<file path="src/rtl/wb_pkg.sv">
// Shared constants and state encoding for the write-back controller.
//   WORD_WIDTH     : width of ALU results and memory read data
//   REG_ADDR_WIDTH : register-file index width
//   wb_state_e     : IDLE (accepting instructions) / WAIT (load outstanding)
package wb_pkg;

  localparam int unsigned WORD_WIDTH     = 32;
  localparam int unsigned REG_ADDR_WIDTH = 4;

  typedef enum logic {
    IDLE = 1'b0,
    WAIT = 1'b1
  } wb_state_e;

endpackage : wb_pkg

</file>
<file path="src/rtl/wb_wait_timer.sv">
// Load wait timer: clear/enable counter with a terminal-count flag.
//   clk, rst : clock, synchronous active-high reset
//   clr_i    : force the count to zero (has priority over en_i)
//   en_i     : advance the count by one
//   tc_c_o   : count has reached MAX_WAIT-1 (combinational from the count register)
module wb_wait_timer #(
  parameter int unsigned MAX_WAIT = 15
) (
  input  logic clk,
  input  logic rst,
  input  logic clr_i,
  input  logic en_i,
  output logic tc_c_o
);

  localparam int unsigned CNT_W = $clog2(MAX_WAIT + 1);

  logic [CNT_W-1:0] cnt_q, cnt_d;

  assign tc_c_o = (cnt_q == CNT_W'(MAX_WAIT - 1));

  // Saturate at terminal count so the count can never wrap even if clr_i is late.
  always_comb begin
    cnt_d = cnt_q;
    if (clr_i) begin
      cnt_d = '0;
    end else if (en_i && !tc_c_o) begin
      cnt_d = cnt_q + CNT_W'(1);
    end
  end

  always_ff @(posedge clk) begin
    if (rst) begin
      cnt_q <= '0;
    end else begin
      cnt_q <= cnt_d;
    end
  end

endmodule : wb_wait_timer

</file>
<file path="src/rtl/wb_writeback_ctrl.sv">
// Write-back stage controller: drives one registered register-file write per
// retiring instruction. ALU results write one cycle after accept; loads stall
// the MEM stage until read data returns, a flush squashes them, or a timeout.
//   clk, rst                 : clock, synchronous active-high reset
//   in_valid/in_wb_en/in_load: retiring instruction and its kind
//   in_dest, in_alu_res      : destination register and ALU result
//   mem_rvalid, mem_rdata    : load data return (single-cycle pulse)
//   flush                    : squash outstanding load or presented instruction
//   stall                    : hold MEM stage while a load is outstanding
//   WB_en/WB_dest/WB_result  : registered register-file write port
//   load_err                 : one-cycle pulse on load timeout
module wb_writeback_ctrl
  import wb_pkg::*;
#(
  parameter int unsigned MAX_WAIT = 15
) (
  input  logic                      clk,
  input  logic                      rst,
  input  logic                      in_valid,
  input  logic                      in_wb_en,
  input  logic                      in_load,
  input  logic [REG_ADDR_WIDTH-1:0] in_dest,
  input  logic [WORD_WIDTH-1:0]     in_alu_res,
  input  logic                      mem_rvalid,
  input  logic [WORD_WIDTH-1:0]     mem_rdata,
  input  logic                      flush,
  output logic                      stall,
  output logic                      WB_en,
  output logic [REG_ADDR_WIDTH-1:0] WB_dest,
  output logic [WORD_WIDTH-1:0]     WB_result,
  output logic                      load_err
);

  wb_state_e                 state_q, state_d;
  logic [REG_ADDR_WIDTH-1:0] dest_q, dest_d;
  logic                      wb_en_q, wb_en_d;
  logic [REG_ADDR_WIDTH-1:0] wb_dest_q, wb_dest_d;
  logic [WORD_WIDTH-1:0]     wb_result_q, wb_result_d;
  logic                      load_err_q, load_err_d;
  logic                      accept_c;
  logic                      tmr_clr_c, tmr_en_c, tmr_tc_c;

  // stall is a pure decode of the state register.
  assign stall     = (state_q == WAIT);
  assign accept_c  = in_valid & ~stall & ~flush;
  assign WB_en     = wb_en_q;
  assign WB_dest   = wb_dest_q;
  assign WB_result = wb_result_q;
  assign load_err  = load_err_q;

  wb_wait_timer #(
    .MAX_WAIT(MAX_WAIT)
  ) u_timer (
    .clk   (clk),
    .rst   (rst),
    .clr_i (tmr_clr_c),
    .en_i  (tmr_en_c),
    .tc_c_o(tmr_tc_c)
  );

  // Next-state and write-port logic.
  always_comb begin
    state_d     = state_q;
    dest_d      = dest_q;
    wb_en_d     = 1'b0;
    wb_dest_d   = wb_dest_q;
    wb_result_d = wb_result_q;
    load_err_d  = 1'b0;
    tmr_clr_c   = 1'b1;
    tmr_en_c    = 1'b0;
    unique case (state_q)
      IDLE: begin
        if (accept_c && in_wb_en) begin
          if (in_load) begin
            state_d = WAIT;
            dest_d  = in_dest;
          end else begin
            wb_en_d     = 1'b1;
            wb_dest_d   = in_dest;
            wb_result_d = in_alu_res;
          end
        end
      end
      WAIT: begin
        tmr_clr_c = 1'b0;
        tmr_en_c  = 1'b1;
        // Flush beats data returning in the same cycle; data beats timeout.
        if (flush) begin
          state_d   = IDLE;
          tmr_clr_c = 1'b1;
        end else if (mem_rvalid) begin
          state_d     = IDLE;
          tmr_clr_c   = 1'b1;
          wb_en_d     = 1'b1;
          wb_dest_d   = dest_q;
          wb_result_d = mem_rdata;
        end else if (tmr_tc_c) begin
          state_d    = IDLE;
          tmr_clr_c  = 1'b1;
          load_err_d = 1'b1;
        end
      end
      default: begin
        state_d = IDLE;
      end
    endcase
  end

  always_ff @(posedge clk) begin
    if (rst) begin
      state_q     <= IDLE;
      dest_q      <= '0;
      wb_en_q     <= 1'b0;
      wb_dest_q   <= '0;
      wb_result_q <= '0;
      load_err_q  <= 1'b0;
    end else begin
      state_q     <= state_d;
      dest_q      <= dest_d;
      wb_en_q     <= wb_en_d;
      wb_dest_q   <= wb_dest_d;
      wb_result_q <= wb_result_d;
      load_err_q  <= load_err_d;
    end
  end

endmodule : wb_writeback_ctrl

</file>
<file path="config.mk">
export PLATFORM = sky130hd
export DESIGN_NAME = wb_writeback_ctrl
export DESIGN_NICKNAME = d
export VERILOG_FILES = /design/src/rtl/wb_pkg.sv /design/src/rtl/wb_wait_timer.sv /design/src/rtl/wb_writeback_ctrl.sv
export SDC_FILE = /design/constraint.sdc
export NUM_CORES = 1
export LEC_CHECK = 0
export BUFFER_PORTS_ARGS = -buffer_cell sky130_fd_sc_hd__buf_2
export CAP_MARGIN = 20
export CORE_MARGIN = 2
export CORE_UTILIZATION = 49
export DETAILED_ROUTE_END_ITERATION = 8
export PLACE_DENSITY = 0.82
export RECOVER_POWER = 100
export SKIP_CTS_REPAIR_TIMING = 1
export SYNTH_ARGS = -nofsm -noshare
export SYNTH_HDL_FRONTEND = slang
export SYNTH_SLANG_ARGS = --single-unit
</file>
<file path="constraint.sdc">
create_clock -name clk -period 3.7 [get_ports clk]
set_clock_uncertainty 0.2 [all_clocks]
set_input_delay 0.925 -clock clk [delete_from_list [all_inputs] [get_ports clk]]
set_output_delay 0.925 -clock clk [all_outputs]
set_load 0.01 [all_outputs]
</file>
# After elaboration in Yosys (flattened, before gate mapping)
# Cells that the tools add are included.
[classes]
muxes = 26
n_eq_ne = 5
n_addsub = 1
bitwise = 4
reduce_logical = 7
[op_table]
columns = ["cell", "n"]
rows = [
  ["32-bit 2-to-1 mux", 4],
  ["32-bit case mux with 2 select lines", 1],
  ["4-bit 2-to-1 mux", 4],
  ["1-bit 2-to-1 mux", 14],
  ["4-bit case mux with 2 select lines", 1],
  ["2-bit != test (second input constant)", 3],
  ["4-bit by 1-bit adder with 4-bit output (second input constant)", 1],
  ["4-bit == test (second input constant)", 1],
  ["1-bit case mux with 2 select lines", 2],
  ["4-bit AND reduction", 1],
  ["4-bit OR reduction", 1],
  ["3-bit AND reduction", 1],
  ["1-bit bitwise AND", 2],
  ["1-bit logical AND", 2],
  ["2-bit by 1-bit != test with 1-bit output (second input constant)", 1],
  ["1-bit NOT", 2],
  ["2-bit OR reduction", 1],
  ["1-bit logical NOT", 1],
]
[totals]
output_inout_bits = 39
inputBits = 75
regBits = 47
elab_cells = 50

# Logic depth before layout (Yosys ltp)
# Gate-level depths: netlist (run 1).
[depth]
word_depth = 6
ltp_mapped = 6
mapped_depth_nobuf = 5

# By module
# Synthesis (run 1) repeated with hierarchy kept, for this count alone.
[unflattened]
cells_unflattened = 260
hier_area_um2 = 2585.0
[by_module_without_submodules]
columns = ["mod", "cells_per_inst", "seq_area_each_um2", "area_per_inst_um2", "n_inst"]
rows = [
  ["wb_writeback_ctrl", 236, 860.8, 2368.5, 1],
  ["wb_wait_timer", 24, 80.1, 216.5, 1],
]

# Worst setup path after synthesis (run 1)
# OpenSTA, ideal clock, no wires.
[synth_path]
path_kind = "input to register"
from = "in in_load"
to = "reg wb_result_q[10] (netlist: WB_result[10])"
required_time_ns = 3.419
path_slack_ns = 1.554
path_buffers = 3
t_arrival_ns = 1.865
setup_time_ns = 0.081
path_stages = 6
cell_sequence = "nand4bb_1 > buf_4 > a21o_1 > buf_6 > buf_6 > a211oi_2"
[synth_via]
elab_chain_len = 2
[synth_lines]
columns = ["item", "line", "source"]
rows = [
  ["start: declaration", "wb_writeback_ctrl.sv:21", "input logic in_load,"],
  ["2-bit != test (no line)", "-", ""],
  ["4-bit AND reduction (no line)", "-", ""],
  ["end signal: assignment", "wb_writeback_ctrl.sv:122", "wb_result_q <= wb_result_d;"],
  ["end: declaration", "wb_writeback_ctrl.sv:38", "logic [WORD_WIDTH-1:0] wb_result_q, wb_result_d;"],
]
# Every way passes these cells.
# A chain may end at the register's enable or synchronous reset.

# Worst setup path after layout (run 1)
[layout_path]
from = "reg state_q (netlist: stall)"
to = "out stall"
[layout_rtl]
columns = ["item", "line", "source"]
rows = [
  ["start: declaration", "wb_writeback_ctrl.sv:34", "wb_state_e state_q, state_d;"],
  ["start signal: assignment", "wb_writeback_ctrl.sv:118", "state_q <= state_d;"],
  ["end: declaration", "wb_writeback_ctrl.sv:27", "output logic stall,"],
]
# No word-level cell between the ends.

==> impl_summary.log, run 1 <==
INFO  metric synth.avg_cell_area = 10.1 sq um
INFO  metric highest-signal-layer = met4
INFO  metric detail_route.first_pass.iterations = 4
INFO  metric final.setup.worst_slack = 635 ps
INFO  metric clock_path_buffers = 2
INFO  metric p_int = 0.740 mW
INFO  metric cts_made_buffers = 5
INFO  metric synth-edff-count = 0
INFO  metric core = 0.00507 sq mm
INFO  metric routed-wl-met2 = 2870 microns
INFO  metric timing.reg2reg.setup_slack = 770 ps
INFO  metric timing.setup.tns = 0 ps
INFO  metric max-cap-violations = 0
INFO  metric syn-instance-count = 253
INFO  metric async_reset_ff_frac = 0
INFO  metric power_density = 316 mW/mm^2
INFO  metric tmin_final = 3060 ps
INFO  metric synthTopCellsByCount = dfxtp_1 (47), a211oi_1 (43), inv_1 (37)
INFO  metric post-synth-top-count-cell = dfxtp_1
INFO  metric share_clk_of_total_power = 0.310
INFO  metric die-area = 0.00583 sq mm
INFO  metric post-route-drc-count = 0
INFO  metric die_width = 76.3 microns
INFO  metric final-setup-viol-count = 0
INFO  metric post_route_cells_drive_above_1_share = 0.314
INFO  metric clock_insertion_delay_worst_skew = 290 ps
INFO  metric tightest_slew = 1020 ps
INFO  metric wire_length_of_the_first_global_routing_pass = 10,200 microns
INFO  metric drt-initial-drc-count = 84
INFO  metric power.share.switching = 0.250
INFO  metric reg_to_reg_critical_path_endpoint = WB_result[5]
INFO  metric timing.final.hold_violations = 0
INFO  metric start_util = 0.505
INFO  metric initial_antenna_violation_count = 0
INFO  metric power.sequential.fraction = 0.541
INFO  metric arrival = 1940 ps
INFO  metric combPwrFrac = 0.149
INFO  metric met3_wirelength = 335 microns
INFO  metric period_share = 0.828
INFO  metric grt_setup_unrepaired = false
INFO  metric synth_top_area_share = 0.367
INFO  metric cts.htree.levels = 2
INFO  metric global_route_congestion_overflow_total = 0
INFO  metric synth_top_flop_cell = dfxtp_1
INFO  metric wl_per_cell = 14.1 microns
INFO  metric whs_path_depth = 2
INFO  metric dpl.hpwl = 4220 microns
INFO  metric num_vias = 2,212
INFO  metric met1_length = 2670 microns
INFO  metric netlist_area = 0.00256 sq mm
INFO  metric synth_top_cells_by_area = dfxtp_1 (37%), mux2_1 (16%), a211oi_2 (14%)
INFO  metric required_worst_endpoint = 2570 ps
INFO  metric synth_largest_area_cell = dfxtp_1
INFO  metric timing.slew.headroom = 0.320
INFO  metric highest_attainable_clock_frequency = 326 MHz
INFO  metric hold_path.class = flop to flop
INFO  metric detailedPlace.worstSlack = 973 ps
INFO  metric post_drt_via_cell_ratio = 5.23
INFO  metric start_kind = flop
INFO  metric nNetsFinal = 430
INFO  metric clock-root-buffer = clkbuf_8
INFO  metric yosysWarnings = 0
INFO  metric synth_seq_cells = 47
INFO  metric cts_tree = built
INFO  metric synth_fp_nets = 330
INFO  metric gp_congestion = 0.714
INFO  metric worst-setup-path-type = flop to output pin
INFO  metric ant_nets = 0
INFO  metric vdd_ir_drop_max = 0.000170 V
INFO  metric globalRouteTotalUtil = 0.211
INFO  metric p_switching = 0.247 mW
INFO  metric outcome = finished clean
INFO  metric row_count = 26
INFO  metric first_global_vias = 2,215
INFO  metric timing.critical_path.slowest_stage_cell = dfxtp_1
INFO  metric die-height = 76.3 microns
INFO  metric timing.reg2reg.worst_path_depth = 5
INFO  metric reg2reg_from = stall
INFO  metric syn2layout_area_growth = 21.9%
INFO  metric ys_seq_area_frac = 0.367
INFO  metric slowest_stage_delay_cp = 1000 ps
INFO  metric synth.lib_cells_used.distinct = 29
INFO  metric worst_hold_path.endpoint = WB_result[31]
INFO  metric worst_setup_path_end_kind = output pin
INFO  metric report.final.slew_viol_count = 0
INFO  metric timing.critical_path.fanout_max = 27
INFO  metric place.port_buffers = 113
INFO  metric pin_count = 114
INFO  metric grt_start_max_net_pins = 42
INFO  metric cts.reportedPaths.clkPinSlew = 80 ps
INFO  metric hold_path.startpoint = WB_result[31]
INFO  metric drt_wl_total = 5970 microns
INFO  metric total_leakage_power = 1.12 nW
INFO  metric crit_chain = buf_4 -> clkbuf_1
INFO  metric tritoncts_num_sinks = 47
INFO  metric antenna_cells_inserted = 0
[worst max path at each step]
stage | slack (ps) | startpoint | endpoint | cells past startpoint
after floorplan | 1550 | in_load | WB_result[10] | 6
after global placement | 990 | in_load | WB_dest[0] | 6
after detailed placement | 970 | in_load | WB_dest[0] | 6
after CTS | 960 | stall | stall | 2
after global routing | 490 | stall | stall | 2
final | 640 | stall | stall | 2
[layout make-up]
| cell class | count | area, sq um |
|---|---|---|
| Inverter | 37 | 139 |
| Multi-Input combinational cell | 143 | 1300 |
| Clock buffer | 6 | 82.6 |
| Sequential cell | 47 | 941 |
| Timing Repair Buffer | 119 | 572 |
| Fill cell | 481 | 1950 |
| Clock inverter | 1 | 5.00 |
| Tap cell | 70 | 87.6 |
[kinds of logic after synthesis]
| group | synth area share |
|---|---|
| AO/OA/AOI/OAI | 0.306 |
| buffers and inverters | 0.110 |
| flip-flops | 0.367 |
| multiplexers | 0.158 |
| AND/OR/NAND/NOR | 0.0459 |
| adder cells (fa/ha/maj) | 0.00976 |
| XOR/XNOR | 0.00342 |
[critical path: cells and delay by family (launching register included)]
| family | cells | cell delay, ps |
|---|---|---|
| buffers and inverters | 2 | 640 |
| DFF | 1 | 1000 |
[registers in the layout (all words and copies together), names as in the netlist]
| register | cells |
|---|---|
| WB_dest | 4 |
| WB_en | 1 |
| WB_result | 32 |
| dest_q | 4 |
| load_err | 1 |
| stall | 1 |
| u_timer.cnt_q | 4 |
[power groups by stage]
stage	Sequential (mW)	Clock [mW]	Combinational, mW
6_report	0.534	0.306	0.147
5_1_grt	0.537	0.336	0.163
4_1_cts	0.534	0.312	0.156
3_5_place_dp	0.545	0	0.155
3_3_place_gp	0.545	0	0.151
2_1_floorplan	0.551	0	0.0818
[per-stage QoR]
| step | hold WS (ps) | instances | util | power [mW] | instance area [sq um] |
|---|---|---|---|---|---|
| finish | 258 | 423 | 0.616 | 0.987 | 3120 |
| global route | 289 | 423 | 0.616 | 1.03 | 3120 |
| CTS | 256 | 423 | 0.636 | 1.00 | 3230 |
| detailed placement | 244 | 416 | 0.619 | 0.701 | 3140 |
| global placement | 243 | 416 | 0.619 | 0.696 | 3140 |
| floorplan | 252 | 253 | - | 0.633 | 2560 |
[routing by layer]
layer  track usage  vias to the layer above
li1              -                     1118
met1         0.265                     1006
met2         0.350                       78
met3        0.0521                       10
met4        0.0800                        0
met5             0                        -
[cells in the final DEF (no fill, tap or decap), types with 3 or more instances in the layout]
cell	count
clkbuf_1	39
buf_4	4
clkbuf_8	6
a211oi_1	51
a211oi_2	21
nand3b_1	5
mux2_1	36
nor2_1	3
o21ai_0	4
a21oi_1	6
buf_2	74
inv_1	37
dfxtp_1	47
Power figures use the tool's default switching activity.
==> inputs of run 2 (changes only) <==
- ABC_AREA: not set -> 1
- CORE_UTILIZATION: 49 -> 48
- PLACE_DENSITY: 0.82 -> 0.8
- clock period: 3.7 -> 3.1 ns (I/O delays scaled with it)
==> impl_summary.log, run 2 <==
INFO  metric timing.critical_path.slowest_stage_cell = dfxtp_1
INFO  metric wl_per_cell = 11.0 microns (-22%)
INFO  metric post_drt_via_cell_ratio = 4.65 (-11%)
INFO  metric total_leakage_power = 1.70 nW (+52%)
INFO  metric die_width = 78.0 microns (+2.1%)
INFO  metric ant_nets = 0 (unchanged)
INFO  metric drt-initial-drc-count = 139 (+65%)
INFO  metric arrival = 2400 ps (+460 ps)
INFO  metric grt_setup_unrepaired = false
INFO  metric gp_congestion = 0.842 (+18%)
INFO  metric cts_made_buffers = 5 (unchanged)
INFO  metric row_count = 26 (unchanged)
INFO  metric nNetsFinal = 590 (+37%)
INFO  metric timing.critical_path.fanout_max = 39 (+44%)
INFO  metric tritoncts_num_sinks = 47 (unchanged)
INFO  metric post_route_cells_drive_above_1_share = 0.193 (-0.122)
INFO  metric clock_insertion_delay_worst_skew = 280 ps (about the same)
INFO  metric vdd_ir_drop_max = 0.000312 V (+83%)
INFO  metric syn2layout_area_growth = 19.3%
INFO  metric crit_path_start = stall
INFO  metric worst_setup_path_end_kind = flop
INFO  metric final.setup.worst_slack = 680 ps (+44.7 ps)
INFO  metric synth_seq_cells = 47 (unchanged)
INFO  metric final-setup-viol-count = 0 (unchanged)
INFO  metric post_dp_cell_area = 0.00313 sq mm (-0.16%)
INFO  metric cts_tree = built
INFO  metric ff_latch_area = 941 sq um (unchanged)
INFO  metric start_util = 0.504 (-0.000851)
INFO  metric synth_simple_gate_area_share = 0.480 (+0.434)
INFO  metric clock-root-buffer = clkbuf_8
INFO  metric first_global_vias = 2,454 (+11%)
INFO  metric timing.final.hold_violations = 0 (unchanged)
INFO  metric hold_path.class = flop to flop
INFO  metric period_share = 0.781
INFO  metric timing.slew.headroom = 0.509 (+0.189)
INFO  metric synth_largest_area_cell = dfxtp_1
INFO  metric cts.htree.levels = 2 (unchanged)
INFO  metric report.final.slew_viol_count = 0 (unchanged)
INFO  metric footprint_of_the_multi_input_gates = 0.00129 sq mm (-0.58%)
INFO  metric synth_fp_nets = 488 (+48%)
INFO  metric outcome = finished clean
INFO  metric synth.lib_cells_used.distinct = 23 (-21%)
INFO  metric power_density = 388 mW/mm^2 (+23%)
INFO  metric syn-instance-count = 411 (+62%)
INFO  metric netlist_area = 0.00263 sq mm (+2.4%)
INFO  metric slowest_stage_delay_cp = 800 ps (-200 ps)
INFO  metric clock_path_buffers = 2 (unchanged)
INFO  metric layout.cells.most_common_list = nand2_1 (156), buf_2 (72), nor2_1 (69)
INFO  metric pin_count = 114 (unchanged)
INFO  metric post-layout-total-power = 1.22 mW (+23%)
INFO  metric synth_xor_xnor_area_share = 0 (-0.00342)
INFO  metric reg2reg_from = stall
INFO  metric start_kind = flop
INFO  metric final_common_cell = nand2_1
INFO  metric timing.setup.tns = 0 ps (unchanged)
INFO  metric fin_area = 0.00313 sq mm (+0.20%)
INFO  metric ys_seq_area_frac = 0.358 (-0.00857)
INFO  metric synthTopCellsByCount = nand2_1 (156), nor2_1 (50), dfxtp_1 (47)
INFO  metric synth-edff-count = 0 (unchanged)
INFO  metric place.port_buffers = 113 (unchanged)
INFO  metric yosysWarnings = 0 (unchanged)
INFO  metric globalRouteTotalUtil = 0.215 (+0.00342)
INFO  metric detailedPlace.worstSlack = 931 ps (-41.9 ps)
INFO  metric async_reset_ff_frac = 0 (unchanged)
INFO  metric die-height = 78.0 microns (+2.1%)
INFO  metric synth_top_area_share = 0.358 (-0.00857)
INFO  metric hold_path.startpoint = dest_q[3]
INFO  metric synth_top_cells_by_area = dfxtp_1 (36%), nand2_1 (22%), nand3_1 (7.6%)
INFO  metric antenna_cells_inserted = 0 (unchanged)
INFO  metric post-route-drc-count = 0 (unchanged)
INFO  metric initial_antenna_violation_count = 0 (unchanged)
INFO  metric dpl.hpwl = 4540 microns (+7.7%)
INFO  metric crit_chain = inv_4 -> a21oi_1 -> nand2_2 -> buf_4 -> nor2_1 -> nor2_1
INFO  metric drt_wl_total = 6430 microns (+7.6%)
INFO  metric global_route_congestion_overflow_total = 0 (unchanged)
INFO  metric post_synth_fa_ha_maj_area_fraction = 0.00953 (-0.000228)
INFO  metric largest_reg_flops = 32 (unchanged)
INFO  metric die-area = 0.00608 sq mm (+4.3%)
INFO  metric core = 0.00520 sq mm (+2.6%)
INFO  metric tmin_final = 2420 ps
INFO  metric max-cap-violations = 0 (unchanged)
INFO  metric cts.reportedPaths.clkPinSlew = 90 ps (about the same)
INFO  metric post-synth-top-count-cell = nand2_1
INFO  metric grt_start_max_net_pins = 40 (-4.8%)
INFO  metric detail_route.first_pass.iterations = 4 (unchanged)
INFO  metric post_synth_mux_area_share = 0 (-0.158)
INFO  metric most_used_cell_cp = nor2_1
INFO  metric synth_top_flop_cell = dfxtp_1
INFO  metric synth-compound-area-share = 0.0219 (-0.284)
INFO  metric synth_top_family_by_area = simple AND/OR/NAND/NOR gates
INFO  metric required_worst_endpoint = 3080 ps (+510 ps)
INFO  metric fill_cell_total_of_the_finished_layout = 563 (+17%)
INFO  metric synth.avg_cell_area = 6.39 sq um (-37%)
INFO  metric worst-setup-path-type = flop to flop
INFO  metric highest_attainable_clock_frequency = 413 MHz
INFO  metric num_vias = 2,717 (+23%)
INFO  metric fin_hold_ws = 265 ps (+7.36 ps)
INFO  metric wire_length_of_the_first_global_routing_pass = 10,800 microns (+5.6%)
INFO  metric tightest_slew = 735 ps (-283 ps)
[run 2: cell types whose count changed in the layout (fill, tap and decap cells not counted), moves of 2 or more]
| cell | change |
|---|---|
| nand2_1 | +154 |
| nor2_1 | +66 |
| a211oi_1 | -50 |
| nand3_1 | +39 |
| mux2_1 | -36 |
| a211oi_2 | -21 |
| nor2_2 | +10 |
| inv_1 | +6 |
| nand4_1 | +6 |
| nand3b_1 | -5 |
| clkbuf_1 | +3 |
| buf_2 | -2 |
| o21ai_0 | -2 |
[run 2: routing by layer]
metal | vias to the layer above | GRT usage | wire length, microns
li1 | 1443 | - | -
met1 | 1198 | 0.265 | 2830
met2 | 72 | 0.385 | 3220
met3 | 4 | 0.0407 | 320
met4 | 0 | 0.0491 | 53
met5 | - | 0 | 0
[run 2: worst max-delay path, delay by kind of cell (launching register included)]
family / cells / cell delay [ps]
AOI/OAI and AO/OA: 1 / 290
buffers and inverters: 2 / 600
and+or+nand+nor: 3 / 390
DFF: 1 / 800
[run 2: cell families (layout without fill, tap and decap cells)]
family / Yosys count / in the layout
buffers and inverters: 66 / 169
adders and majority gates: 2 / 2
and+or+nand+nor: 286 / 286
DFF: 47 / 47
AOI/OAI and AO/OA: 10 / 10
[run 2: report_power, final]
| group | total [mW] | switching [mW] | internal (mW) |
|---|---|---|---|
| sequential | 0.638 | 0.0127 | 0.625 |
| clock | 0.394 | 0.191 | 0.204 |
| combinational | 0.183 | 0.106 | 0.0776 |
[run 2: layout make-up]
class,count,share of cell area
inverter,44,0.0536
multi-input combinational,298,0.412
clock buffer,8,0.0320
timing repair buffer,117,0.174
tap,70,0.0280
sequential,47,0.301
[run 2: worst paths after layout]
check | to | cells after the start | slack [ps]
max reg2reg | WB_result[19] | 6 | 680
min | dest_q[3] | 2 | 270
max | WB_result[19] | 6 | 680
min reg2reg | dest_q[3] | 2 | 270
[run 2: metrics by stage]
stage                util  instances
finish              0.601        584
global route        0.601        584
CTS                 0.621        584
detailed placement  0.602        576
global placement    0.602        576
floorplan               -        411
==> inputs of run 3 (changes only) <==
- clock period: 3.1 -> 2.42 ns (I/O delays scaled with it)
==> impl_summary.log, run 3 (synthesis results as in run 2) <==
INFO  metric outcome = finished clean
INFO  metric cts.htree.levels = 2 (unchanged)
INFO  metric cts_tree = built
INFO  metric row_count = 26 (unchanged)
INFO  metric cts.reportedPaths.clkPinSlew = 80 ps (about the same)
INFO  metric timing.reg2reg.worst_path_depth = 6 (unchanged)
INFO  metric vdd_ir_drop_max = 0.000361 V (+16%)
INFO  metric syn2layout_area_growth = 19.9%
INFO  metric wl_per_cell = 11.2 microns (+1.7%)
INFO  metric drt-initial-drc-count = 111 (-20%)
INFO  metric cts_made_buffers = 5 (unchanged)
INFO  metric tmin_final = 2090 ps
INFO  metric clock-root-buffer = clkbuf_8
INFO  metric start_util = 0.504 (unchanged)
INFO  metric max-cap-violations = 0 (unchanged)
INFO  metric timing.slew.headroom = 0.532 (+0.0232)
INFO  metric drt_wl_total = 6540 microns (+1.7%)
INFO  metric timing.reg2reg.setup_slack = 350 ps (-330 ps)
INFO  metric setup.worst_path.end = stall
INFO  metric share_clk_of_total_power = 0.300 (-0.025)
INFO  metric report.final.slew_viol_count = 0 (unchanged)
INFO  metric start_kind = flop
INFO  metric post-route-drc-count = 0 (unchanged)
INFO  metric first_global_vias = 2,555 (+4.1%)
INFO  metric post-layout-total-power = 1.51 mW (+24%)
INFO  metric clock_path_buffers = 2 (unchanged)
INFO  metric wire_length_of_the_first_global_routing_pass = 10,800 microns (+0.32%)
INFO  metric period_share = 0.862
INFO  metric grt_start_max_net_pins = 40 (unchanged)
INFO  metric worst_setup_path_end_kind = output pin
INFO  metric global_route_congestion_overflow_total = 0 (unchanged)
INFO  metric power_density = 480 mW/mm^2 (+24%)
INFO  metric final-setup-viol-count = 0 (unchanged)
INFO  metric tritoncts_num_sinks = 47 (unchanged)
INFO  metric nNetsFinal = 590 (unchanged)
INFO  metric highest_attainable_clock_frequency = 479 MHz
INFO  metric reg2reg_from = stall
INFO  metric hold_path.class = flop to flop
INFO  metric globalRouteTotalUtil = 0.216 (+0.00117)
INFO  metric combPwrFrac = 0.159 (+0.008)
INFO  metric fill_cell_total_of_the_finished_layout = 563 (unchanged)
INFO  metric post_route_cells_drive_above_1_share = 0.212 (+0.0195)
INFO  metric dpl.hpwl = 4600 microns (+1.2%)
INFO  metric arrival = 1280 ps (-1120 ps)
INFO  metric final.setup.worst_slack = 334 ps (-346 ps)
INFO  metric pin_count = 114 (unchanged)
INFO  metric worst-setup-path-type = flop to output pin
INFO  metric p_int = 1.11 mW (+22%)
INFO  metric antenna_cells_inserted = 0 (unchanged)
INFO  metric detailedPlace.worstSlack = 456 ps (-476 ps)
INFO  metric layout.cells.most_common_list = nand2_1 (156), buf_2 (74), nor2_1 (62)
INFO  metric timing.final.hold_violations = 0 (unchanged)
INFO  metric grt_setup_unrepaired = false
INFO  metric tightest_slew = 700 ps (-34.9 ps)
INFO  metric timing.setup.tns = 0 ps (unchanged)
INFO  metric crit_path_start = stall
INFO  metric initial_antenna_violation_count = 0 (unchanged)
INFO  metric die_width = 78.0 microns (unchanged)
INFO  metric total_leakage_power = 1.71 nW (about the same)
INFO  metric place.port_buffers = 113 (unchanged)
INFO  metric gp_congestion = 0.794 (-5.7%)
INFO  metric detail_route.first_pass.iterations = 4 (unchanged)
INFO  metric p_switching = 0.404 mW (+31%)
INFO  metric core = 0.00520 sq mm (unchanged)
INFO  metric num_vias = 2,760 (+1.6%)
INFO  metric required_worst_endpoint = 1620 ps (-1460 ps)
INFO  metric power.share.switching = 0.268 (+0.0136)
INFO  metric timing.critical_path.fanout_max = 18 (-54%)
INFO  metric die-height = 78.0 microns (unchanged)
INFO  metric ant_nets = 0 (unchanged)
INFO  metric final_common_cell = nand2_1
INFO  metric reg_to_reg_critical_path_endpoint = WB_result[21]
INFO  metric post_drt_via_cell_ratio = 4.73 (+1.6%)
INFO  metric largest_reg_flops = 32 (unchanged)
INFO  metric clock_insertion_delay_worst_skew = 290 ps (about the same)
INFO  metric die-area = 0.00608 sq mm (unchanged)
INFO  metric power.sequential.fraction = 0.541 (+0.016)
==> run 3: cell types whose count changed in the layout (fill, tap and decap cells not counted), sizes merged <==
cell,before,now
clkbuf,49,46
buf,76,78
clkinv,0,1
==> run 3: worst min-delay path by stage <==
stage	from	end	slack, ps	cells past startpoint
2_1_floorplan	dest_q[0]	dest_q[0]	240	2
4_1_cts	dest_q[2]	dest_q[2]	270	2
5_1_grt	dest_q[2]	dest_q[2]	280	2
3_3_place_gp	dest_q[1]	dest_q[1]	250	2
3_5_place_dp	dest_q[2]	dest_q[2]	260	2
6_report	dest_q[2]	dest_q[2]	270	2
==> run 3: metrics by stage <==
step	area, sq um	util	std cells	hold slack (ps)
3_5_place_dp	3150	0.605	576	258
6_report	3150	0.605	584	271
5_1_grt	3150	0.605	584	281
2_1_floorplan	2630	-	411	235
4_1_cts	3230	0.620	584	272
3_3_place_gp	3150	0.605	576	251
==> run 3: cell type report <==
| class | count | area (sq um) | share of cell area |
|---|---|---|---|
| Clock inverter | 1 | 5.00 | 0.00159 |
| Inverter | 44 | 165 | 0.0525 |
| Timing Repair Buffer | 117 | 559 | 0.178 |
| Clock buffer | 7 | 76.3 | 0.0243 |
| Sequential cell | 47 | 942 | 0.299 |
| Tap cell | 70 | 87.6 | 0.0278 |
| Multi-Input combinational cell | 298 | 1310 | 0.417 |
==> run 3: worst max-delay path, stage by stage, from the launching register on <==
cell and delay [ps]:
dfxtp_2 550, buf_4 280, clkbuf_1 170
==> run 3: power by group through the flow <==
stage	Sequential (mW)	Clock (mW)	Combinational [mW]
floorplan	0.844	0	0.133
global placement	0.833	0	0.246
detailed placement	0.834	0	0.252
CTS	0.816	0.466	0.253
global route	0.821	0.502	0.275
finish	0.817	0.453	0.240
==> run 3: layer usage <==
layer,share of wire,up-vias,global-route usage
li1,-,1450,-
met1,0.43,1231,0.256
met2,0.51,73,0.403
met3,0.047,6,0.0302
met4,0.0096,0,0.0596
met5,0,-,0
